===== src/rtl/uart_tx_pkg.sv =====
// uart_tx_pkg: shared frame-state, line-select and parity-type definitions for the UART TX path.
// Rev 1.0
`default_nettype none

package uart_tx_pkg;

  typedef enum logic [2:0] {
    ST_IDLE   = 3'd0,
    ST_START  = 3'd1,
    ST_DATA   = 3'd2,
    ST_PARITY = 3'd3,
    ST_STOP   = 3'd4
  } tx_state_t;

  localparam logic [1:0] SEL_IDLE_STOP = 2'b00;
  localparam logic [1:0] SEL_START     = 2'b01;
  localparam logic [1:0] SEL_DATA      = 2'b10;
  localparam logic [1:0] SEL_PARITY    = 2'b11;

  localparam logic PAR_EVEN = 1'b0;
  localparam logic PAR_ODD  = 1'b1;

endpackage

`default_nettype wire


===== src/rtl/uart_parity_calc.sv =====
// uart_parity_calc: combinational parity of a payload word; par_typ=1 inverts to odd parity.
// Rev 1.0
`default_nettype none

module uart_parity_calc #(
  parameter int DATA_WIDTH = 8
) (
  input  logic [DATA_WIDTH-1:0] i_data,
  input  logic                  i_par_typ,
  output logic                  o_parity
);

  assign o_parity = (^i_data) ^ i_par_typ;

endmodule

`default_nettype wire


===== src/rtl/uart_tx_ctrl.sv =====
// uart_tx_ctrl: UART frame sequencer (START, DATA, optional PARITY, STOP), one bit per clk.
// Rev 1.0
`default_nettype none

module uart_tx_ctrl
  import uart_tx_pkg::*;
#(
  parameter int DATA_WIDTH = 8
) (
  input  logic                  clk,
  input  logic                  rst,
  input  logic [DATA_WIDTH-1:0] p_data,
  input  logic                  data_valid,
  input  logic                  par_en,
  input  logic                  par_typ,
  output logic [1:0]            sel,
  output logic                  ser_data,
  output logic                  par_bit,
  output logic                  busy
);

  localparam int              CW     = $clog2(DATA_WIDTH);
  localparam logic [CW-1:0]   C_LAST = CW'(DATA_WIDTH - 1);
  localparam logic [CW-1:0]   C_ONE  = CW'(1);

  tx_state_t               r_state;
  tx_state_t               w_state_nxt;
  logic                    w_accept;
  logic                    w_last_bit;
  logic                    w_par;
  logic [CW-1:0]           r_cnt;
  logic [DATA_WIDTH-1:0]   r_shift;
  logic                    r_par_en;
  logic                    r_par;

  uart_parity_calc #(
    .DATA_WIDTH (DATA_WIDTH)
  ) u_parity_calc (
    .i_data    (p_data),
    .i_par_typ (par_typ),
    .o_parity  (w_par)
  );

  assign w_last_bit = (r_cnt == C_LAST);

  always_ff @(posedge clk) begin
    if (!rst) begin
      r_state <= ST_IDLE;
    end else begin
      r_state <= w_state_nxt;
    end
  end

  // Accept is only possible in IDLE or STOP; STOP accepting gives back-to-back frames.
  always_comb begin
    w_state_nxt = r_state;
    w_accept    = 1'b0;
    sel         = SEL_IDLE_STOP;
    busy        = 1'b1;
    case (r_state)
      ST_IDLE: begin
        busy = 1'b0;
        if (data_valid) begin
          w_accept    = 1'b1;
          w_state_nxt = ST_START;
        end
      end
      ST_START: begin
        sel         = SEL_START;
        w_state_nxt = ST_DATA;
      end
      ST_DATA: begin
        sel = SEL_DATA;
        if (w_last_bit) begin
          w_state_nxt = r_par_en ? ST_PARITY : ST_STOP;
        end
      end
      ST_PARITY: begin
        sel         = SEL_PARITY;
        w_state_nxt = ST_STOP;
      end
      ST_STOP: begin
        if (data_valid) begin
          w_accept    = 1'b1;
          w_state_nxt = ST_START;
        end else begin
          w_state_nxt = ST_IDLE;
        end
      end
      default: begin
        busy        = 1'b0;
        w_state_nxt = ST_IDLE;
      end
    endcase
  end

  always_ff @(posedge clk) begin
    if (!rst) begin
      r_shift  <= '0;
      r_cnt    <= '0;
      r_par_en <= 1'b0;
      r_par    <= 1'b0;
    end else if (w_accept) begin
      r_shift  <= p_data;
      r_cnt    <= '0;
      r_par_en <= par_en;
      r_par    <= w_par;
    end else if (r_state == ST_DATA) begin
      r_shift <= {1'b0, r_shift[DATA_WIDTH-1:1]};
      r_cnt   <= w_last_bit ? '0 : r_cnt + C_ONE;
    end
  end

  assign ser_data = r_shift[0];
  assign par_bit  = r_par;

endmodule

`default_nettype wire

===== config.mk =====
export PLATFORM = sky130hd
export DESIGN_NAME = uart_tx_ctrl
export DESIGN_NICKNAME = d
export VERILOG_FILES = /design/src/rtl/uart_tx_pkg.sv /design/src/rtl/uart_parity_calc.sv /design/src/rtl/uart_tx_ctrl.sv
export SDC_FILE = /design/constraint.sdc
export NUM_CORES = 1
export LEC_CHECK = 0
export ABC_CLOCK_PERIOD_IN_PS = 1600
export CORE_ASPECT_RATIO = 0.7
export CORE_MARGIN = 1
export CORE_UTILIZATION = 40
export CTS_CLUSTER_SIZE = 14
export DETAILED_ROUTE_END_ITERATION = 8
export GPL_TIMING_DRIVEN = 0
export PLACE_DENSITY_LB_ADDON = 0.05
export SYNTH_ARGS = -nofsm -noshare
export SYNTH_HDL_FRONTEND = slang
export SYNTH_HIERARCHICAL = 1
export SYNTH_SLANG_ARGS = --single-unit

===== constraint.sdc =====
create_clock -name clk -period 1.6 [get_ports clk]
set_clock_uncertainty 0.05 [all_clocks]
set_input_delay 0.32 -clock clk [delete_from_list [all_inputs] [get_ports clk]]
set_output_delay 0.32 -clock clk [all_outputs]
set_load 0.02 [all_outputs]

==> flow_summary_export.csv <==
group,metric,value,unit
status,outcome,"completed",
power,swShare,0.2912,
timing,rsz0062_at_grt,"yes",
finish,fillerInstances,213,
clock_tree,root_buffer,"clkbuf_4",
worst_setup_path,crit_family,"flip-flops",
power,p_leak,0.5766,nW
power,internal-power,0.7837,mW
timing,relSlewSlack,0.6935,
logic_synthesis,synth_cell_types,32,
placement,hpwl,1410,um
flow_run,maxCapViolCount,0,
routing,wirelength,2177,um
worst_setup_path,required,1.23,ns
global_routing,grt_pass1_vias,684,
placement,dp_slack,-0.2650,ns
finish,layout_commonest_cell,"dfxtp_1",
clock_tree,cts_tree,"yes",
routing,vias_per_cell,5.013,
clock_tree,cts-htree-levels,1,
global_routing,grt_max_degree,11,
logic_synthesis,ys_seq_elements,16,
global_routing,grtUsageTotal,0.1845,
timing,fmax,0.6338,GHz
power,finalPower,1.106,mW
placement,dpl.cell_count,144,
power,p_clk_frac,0.248,
power,p_seq_frac,0.417,
placement,place_congestion,0.7315,
timing,finalMaxSlewViolations,0,
timing,setup_ws,0.02223,ns
routing,dr.pass1.iters,4,
power,p_sw,0.3219,mW
logic_synthesis,synth.yosys.seq_area_share,0.3455,
power,p_per_area,848.1,nW/um^2
routing,antenna_left,0,
worst_setup_path,critPathBufInv,2,
routing,vias,792,
timing,finalSetupTns,0,ns
worst_setup_path,crit_fanout,8,
finish,instances_no_fill,158,
finish,drive_above_1_share,0.3016,
routing,post-route-drc-count,0,
worst_setup_path,critical_path_class,"flop to output port",
floorplan,chipWidth,59.55,um
floorplan,ios,18,
routing,drt-initial-drc-count,36,
clock_tree,path_clk_slew,0.10,ns
finish,insertedDiodeCount,0,
worst_setup_path,cp-end-kind,"output port",
timing,worst_pin_slew,0.4597,ns
worst_setup_path,critical_path.max_stage_delay,0.38,ns
logic_synthesis,yosysWarnings,6,
global_routing,grt_pass1_wl,3318,um
timing,finalHoldViolCount,0,
timing,setup_viol,0,
clock_tree,clock_latency,0.29,ns
global_routing,grtUsageMet2,0.2315,
clock_tree,clkSinkCount,16,
logic_synthesis,postSynthCellCount,95,
clock_tree,cts_buffer_depth,2,
finish,finalNetCount,142,
clock_tree,ctsHoldBuffers,0,
logic_synthesis,syn_area,927.1,um^2
floorplan,design.core.area,2172,um^2
floorplan,fp.dieH,42.28,um
global_routing,use_met3,0.06481,
min_path,hold_path_class,"input port to flop",
power,worst_ir_drop_vdd,0.5720,mV
finish,utilization,0.6002,
global_routing,met1_usage,0.2920,
floorplan,dieArea,2518,um^2
routing,wl_per_cell,13.78,um
floorplan,fp-row-count,14,
global_routing,grt.busiest_layer,"met1",
worst_setup_path,startpoint_type,"flop",
global_routing,antenna_found_initial,0,
clock_tree,cts_buffers,3,
finish,final-seq-area,325.3,um^2
timing,fin_crit_sh,0.9861,
power,pwr-share-comb,0.335,
placement,port_buffers,17,
global_routing,grt.overflow.total,0,
worst_setup_path,slowest_stage,"dfxtp_4",
floorplan,start_util,0.4268,
finish,area_growth,40.62,%
logic_synthesis,syn_area_per_cell,9.759,um^2
finish,multiInputGateArea,555.5,um^2
logic_synthesis,syn_nets,110,
worst_setup_path,arrival,1.21,ns
worst_setup_path,cp_cell_sequence,"buf_8, nor2_4, xnor2_2, buf_4",
finish,final_cell_mix,"dfxtp_1, buf_4, clkdlybuf4s50_1",
timing,period_minus_slack,1.578,ns
[registers in the layout, summed over array words and instances, names as in the netlist]
name	flops
r_par_en	1
r_cnt	3
r_shift	8
r_state	3
par_bit	1
[power groups by stage]
stage	Combinational, mW	Clock, mW	Sequential, mW
after floorplan	0.206	0	0.471
after global placement	0.314	0	0.466
after detailed placement	0.315	0	0.468
after CTS	0.315	0.283	0.460
after global routing	0.401	0.303	0.465
final	0.371	0.274	0.461
[synth_stat cells (all sizes together)]
cell type	instances	area share
o22ai	1	0.0068
nor2	4	0.024
nand2	7	0.028
o31a	6	0.057
o211ai	1	0.0081
a21boi	1	0.0081
xnor3	1	0.024
buf	5	0.047
nor2b	4	0.027
o2bb2ai	1	0.0094
dfxtp	16	0.35
o21ai	4	0.022
a31oi	1	0.0068
a21oi	7	0.050
clkbuf	1	0.0040
nand2b	7	0.047
mux2i	2	0.022
o221a	7	0.085
xnor2	6	0.065
and3	1	0.0068
xor2	1	0.0094
inv	5	0.020
ha	2	0.027
a21o	1	0.0081
nor3b	3	0.042
[final timing paths]
kind | startpoint | end | slack [ns] | depth (start not counted)
min reg2reg | r_shift[0] | r_shift[0] | 0.42 | 2
max reg2reg | r_state[1] | r_shift[6] | 0.13 | 6
min | p_data[6] | r_shift[6] | 0.33 | 2
max | r_state[1] | busy | 0.02 | 4
[through the flow]
step                      cell area [um^2]  hold WS [ns]
after floorplan                      927.1        0.3996
after global placement                1137        0.4083
after detailed placement              1137        0.4096
after CTS                             1180        0.4218
after global routing                  1304        0.3374
final                                 1304        0.3325
[metal layers]
| layer | wire [um] | up-vias |
|---|---|---|
| li1 | - | 401 |
| met1 | 1179 | 373 |
| met2 | 890 | 16 |
| met3 | 93 | 2 |
| met4 | 13 | 0 |
| met5 | 0 | - |
[area by class of cell]
class / instances / share of cell area
buffer: 6 / 0.05182
clock buffer: 4 / 0.02783
inverter: 5 / 0.01440
timing repair buffer: 27 / 0.1996
tap: 32 / 0.03071
multi-input combinational: 68 / 0.4261
sequential: 16 / 0.2495
[kinds of logic (layout without fill, tap and decap cells)]
logic type / after synthesis / after routing / share of synthesized area
AOI/OAI and AO/OA: 30 / 30 / 0.2605
and+or+nand+nor: 26 / 26 / 0.1754
DFF: 16 / 16 / 0.3455
buffers and inverters: 11 / 42 / 0.07152
xor gates and xnor gates: 8 / 8 / 0.09852
adders and majority gates: 2 / 2 / 0.02699
muxes: 2 / 2 / 0.02159
[worst register-to-register path, delay by kind of cell, from the launching register on]
family,cells,cell delay [ns]
compound gates,1,0.32
buf+inv,3,0.36
flops,1,0.38
simple gates,2,0.26
[what timing repair did]
item / CTS / global route
gates resized for setup: 24 / 10
setup endpoints to repair: 5 / 4
cloned: 0 / 1
buffers inserted: 0 / 9
pin swaps: 0 / 6
Power figures use the tool's default switching activity.
